<file path="config.mk">
export PLATFORM = sky130hd
export DESIGN_NAME = descrambler_lock_pipe
export DESIGN_NICKNAME = d
export VERILOG_FILES = /design/src/rtl/descrambler_lock_pipe.sv
export SDC_FILE = /design/constraint.sdc
export NUM_CORES = 1
export LEC_CHECK = 0
export CORE_MARGIN = 3
export CORE_UTILIZATION = 37
export DETAILED_ROUTE_END_ITERATION = 10
export SYNTH_ARGS = -nofsm -noshare
export SYNTH_HDL_FRONTEND = slang
export SYNTH_SLANG_ARGS = --single-unit
export TNS_END_PERCENT = 1
</file>
<file path="constraint.sdc">
create_clock -name clock -period 2.9 [get_ports clock]
set_clock_uncertainty 0.15 [all_clocks]
set_input_delay 0.435 -clock clock [delete_from_list [all_inputs] [get_ports clock]]
set_output_delay 0.435 -clock clock [all_outputs]
set_load 0.005 [all_outputs]
</file>
<file path="src/rtl/descrambler_lock_pipe.sv">
// Self-synchronising frame descrambler with header-based lock FSM and saturating header-error counter.
// One frame per cycle, 1-cycle registered latency, no backpressure; invalid cycles hold all state.
module descrambler_lock_pipe #(
    parameter int             W           = 30,
    parameter logic [W-1:0]   TAPS        = 30'h0001_8003,
    parameter logic [W-1:0]   RESET_STATE = 30'h2AAA_AAAA,
    parameter int             HDR_W       = 4,
    parameter logic [HDR_W-1:0] HDR_PATTERN = 4'hA,
    parameter int             LOCK_GOOD   = 8,
    parameter int             UNLOCK_BAD  = 4,
    parameter int             ERR_CNT_W   = 16
) (
    input  logic                 clock,
    input  logic                 reset,
    input  logic [W-1:0]         frameIn,
    input  logic                 frameValid,
    input  logic                 deScrambleEnable,
    input  logic                 clearErr,
    output logic [W-1:0]         dataOut,
    output logic                 dataOutValid,
    output logic                 locked,
    output logic [ERR_CNT_W-1:0] headerErrCount
);

    localparam int GCW = $clog2(LOCK_GOOD + 1);
    localparam int BCW = $clog2(UNLOCK_BAD + 1);

    typedef enum logic [0:0] {HUNT = 1'b0, LOCKED = 1'b1} state_t;

    logic [W-1:0]         history_q;
    logic [W-1:0]         data_q;
    logic                 vld_q;
    state_t               state_q, state_d;
    logic [GCW-1:0]       good_q, good_d;
    logic [BCW-1:0]       bad_q, bad_d;
    logic [ERR_CNT_W-1:0] err_q, err_d;

    logic [2*W-2:0]       hist_win;
    logic [W-1:0]         desc;
    logic                 hdr_chk;
    logic                 hdr_good;

    // The top bit of the current frame can never be a tap source, so the window stops at 2W-2.
    always_comb begin
        hist_win = {frameIn[W-2:0], history_q};
        desc     = frameIn;
        for (int i = 0; i < W; i++) begin
            for (int k = 0; k < W; k++) begin
                if (TAPS[k]) begin
                    desc[i] = desc[i] ^ hist_win[i+k];
                end
            end
        end
    end

    assign hdr_chk  = frameValid && deScrambleEnable;
    assign hdr_good = (desc[W-1 -: HDR_W] == HDR_PATTERN);

    always_ff @(posedge clock or posedge reset) begin
        if (reset) begin
            history_q <= RESET_STATE;
            data_q    <= '0;
            vld_q     <= 1'b0;
        end else begin
            vld_q <= frameValid;
            if (frameValid) begin
                data_q <= deScrambleEnable ? desc : frameIn;
                if (deScrambleEnable) begin
                    history_q <= frameIn;
                end
            end
        end
    end

    always_ff @(posedge clock or posedge reset) begin
        if (reset) begin
            state_q <= HUNT;
            good_q  <= '0;
            bad_q   <= '0;
            err_q   <= '0;
        end else begin
            state_q <= state_d;
            good_q  <= good_d;
            bad_q   <= bad_d;
            err_q   <= err_d;
        end
    end

    always_comb begin
        state_d = state_q;
        good_d  = good_q;
        bad_d   = bad_q;
        err_d   = err_q;
        if (hdr_chk) begin
            case (state_q)
                HUNT: begin
                    if (hdr_good) begin
                        if (good_q == GCW'(LOCK_GOOD - 1)) begin
                            state_d = LOCKED;
                            good_d  = '0;
                        end else begin
                            good_d = good_q + GCW'(1);
                        end
                    end else begin
                        good_d = '0;
                    end
                end
                LOCKED: begin
                    if (!hdr_good) begin
                        if (bad_q == BCW'(UNLOCK_BAD - 1)) begin
                            state_d = HUNT;
                            bad_d   = '0;
                        end else begin
                            bad_d = bad_q + BCW'(1);
                        end
                        if (err_q != {ERR_CNT_W{1'b1}}) begin
                            err_d = err_q + ERR_CNT_W'(1);
                        end
                    end else begin
                        bad_d = '0;
                    end
                end
                default: state_d = HUNT;
            endcase
        end
        // A clear in the same cycle as a bad header leaves the count at zero.
        if (clearErr) begin
            err_d = '0;
        end
    end

    always_comb begin
        locked = (state_q == LOCKED);
    end

    assign dataOut        = data_q;
    assign dataOutValid   = vld_q;
    assign headerErrCount = err_q;

endmodule
</file>
==> results of run 1 <==
## cell usage after synthesis, drive strengths merged (4+ instances only)
master  instances  area share
nor3            5      0.0065
xor2            6       0.011
nor2b           9       0.012
or4             4      0.0065
xnor2          80        0.16
a21oi          36       0.039
clkbuf         14       0.011
dfrtp          70        0.38
nand2          19       0.016
mux2           38       0.093
nor4            7       0.013
dfstp          15       0.086
o31ai           4      0.0065
o21ai           5      0.0054
buf             6      0.0095
nor2           67       0.055
nand3          10       0.011
## state kept, by name (all words and copies together) (netlist names)
name / cells
good_q: 4
headerErrCount: 16
locked: 1
dataOutValid: 1
history_q: 30
bad_q: 3
dataOut: 30
## stage by stage
step	area (um^2)	setup TNS, ns	cells	total power [uW]
floorplan	4600	0	437	2260
global placement	5660	0	681	2660
detailed placement	5660	-0.0111	681	2670
CTS	5930	0	697	3770
global route	5930	0	697	3930
finish	5930	0	697	3700
## cells by family after synthesis
| kind of cell | synth area share |
|---|---|
| buffers and inverters | 0.0242 |
| flip-flops | 0.466 |
| multiplexers | 0.0995 |
| AO/OA/AOI/OAI | 0.0683 |
| adder cells (fa/ha/maj) | 0.00816 |
| AND/OR/NAND/NOR | 0.147 |
| XOR/XNOR | 0.187 |
## per-layer routing
layer  GRT usage  up-vias  wire (um)
met5           0        -          0
met4      0.0476        0        143
met3      0.0404       11        457
met2       0.230       66       4500
met1       0.199     1618       4490
li1            -     1660          -
## where the power goes
part	internal (uW)	total (uW)	leakage, uW	switching (uW)
clock network	605	1070	0.000130	464
logic	662	1130	0.00118	470
registers	1380	1500	0.00101	117
## cell type report
| type | instances | area [um^2] |
|---|---|---|
| Multi-Input combinational cell | 328 | 2340 |
| Timing Repair Buffer | 96 | 946 |
| Clock buffer | 13 | 250 |
| Sequential cell | 85 | 2150 |
| Clock inverter | 3 | 21.3 |
| Tap cell | 168 | 210 |
| Inverter | 4 | 16.3 |
| Fill cell | 1158 | 6130 |
## worst max-delay path: cells and delay by family
| kind | cells | cell delay (ns) |
|---|---|---|
| buffers and inverters | 2 | 0.69 |
| xor gates and xnor gates | 2 | 0.69 |
| and+or+nand+nor | 2 | 0.47 |
| muxes | 1 | 0.35 |
## worst min-delay path by stage
stage / cells after the start / endpoint / slack, ns
6_report: 3 / dataOut[24] / 0.32
5_1_grt: 1 / bad_q[2] / 0.36
4_1_cts: 1 / bad_q[2] / 0.34
2_1_floorplan: 1 / bad_q[2] / 0.31
3_5_place_dp: 1 / bad_q[2] / 0.33
3_3_place_gp: 1 / bad_q[2] / 0.32
==> out/metrics.cfg, run 1 <==
[floorplanning]
dieWidth_um = 118
io_pins = 83
core.rowCount = 40
die_h_um = 118
die_area_um2 = 13800
core_area_um2 = 12100
initial_core_util = 0.381

[placed_design]
io_buffers = 82
place.gp.congestion = 0.785
place_ws_ns = -0.00831
dpl.hpwl_um = 6640

[setup_path]
worstSetupPathType = input pin to flop
r2r-end = headerErrCount[2]
r2r_slack_ns = 0.53
cp-start-kind = input pin
critPathCaptureType = flop
crit_arrival_ns = 2.64
worstSetupStartpoint = frameIn[13]
cp.required_ns = 2.97
r2r_cells = 6
reg2reg_from = history_q[26]
crit_end = headerErrCount[11]
worstPathMaxFanout = 31
cp_slowest_cell = clkdlybuf4s50_1
max_stage_delay_ns = 0.52
crit_chain = clkdlybuf4s50_1 > xnor3_1 > xor2_1 > nor4_4 > buf_12 > nor4_1 > mux2_1

[clock_network]
clkSinkCount = 85
cts_resized = 0
cts_tree = done
root_buffer = clkbuf_16
cts_buffer_depth = 2
ctsHoldBuffers = 0
cts_buffers = 9
clk_latency_ns = 0.34
htreeDepth = 3
post-cts-setup-buffer-count = 0
path_clk_slew_ns = 0.06

[run]
max_cap_viol_count = 0

[power_and_ir_drop]
power_leakage_uw = 0.00232
peakVddDrop_mv = 0.262
power.density_nw_per_um2 = 624

[sta]
fin_crit_sh = 0.886
setup_viol = 0
maxSlewHeadroom = 0.568
hold-worst-slack_ns = 0.317
rsz0062_at_grt = no
worst_pin_slew_ns = 0.646
fin_ws_ns = 0.330
hold_violations = 0
fin_crit_ns = 2.57
fmax_ghz = 0.389
timing.final.max_slew_violations = 0

[min_path]
min-delay-path-class = input pin to async pin

[routing]
routedWlPerCell_um = 13.8
num_vias = 3355
ant_nets = 0
drt_pre_antenna_iters = 4
viasPerCell = 4.81
routed_wl_um = 9590
initialDrtViolationCount = 115
drc = 0

[grt]
overflow = 0
antenna_found_initial = 0
grt_pass1_vias = 3335
grt_first_pass_wirelength_um = 16600
grt.total_usage = 0.147
grt_max_degree = 86

[outcome]
status = complete, no violations

[yosys]
synth.distinct_cells = 48
syn_nets = 475
synth_enable_flop_cells = 0
syn-instance-count = 437
async_flop_share = 1.00
yosysWarnings = 0
syn_area_per_cell_um2 = 10.5
synth-seq-cells = 85
synth_area_um2 = 4600
ys_seq_area_frac = 0.466
synth_ff_type = dfrtp_1

[finish]
antennaDiodeCount = 0
postLayoutCoreUtil = 0.492
final_cell_mix = clkdlybuf4s50_1, xnor2_1, dfrtp_1
layout_commonest_cell = clkdlybuf4s50_1
drive_above_1_share = 0.153
nets = 562
area_growth_syn_to_layout_pct = 29.0

(Power assumes the default switching activity.)
==> inputs of run 2 (changes only) <==
--- a/config.mk
+++ b/config.mk
@@ -8,6 +8,7 @@
 export CORE_MARGIN = 3
 export CORE_UTILIZATION = 37
 export DETAILED_ROUTE_END_ITERATION = 10
+export GPL_ROUTABILITY_DRIVEN = 0
 export SYNTH_ARGS = -nofsm -noshare
 export SYNTH_HDL_FRONTEND = slang
 export SYNTH_SLANG_ARGS = --single-unit
==> results of run 2 <==
The final DEF is identical to that of run 1; final timing and power are the same.
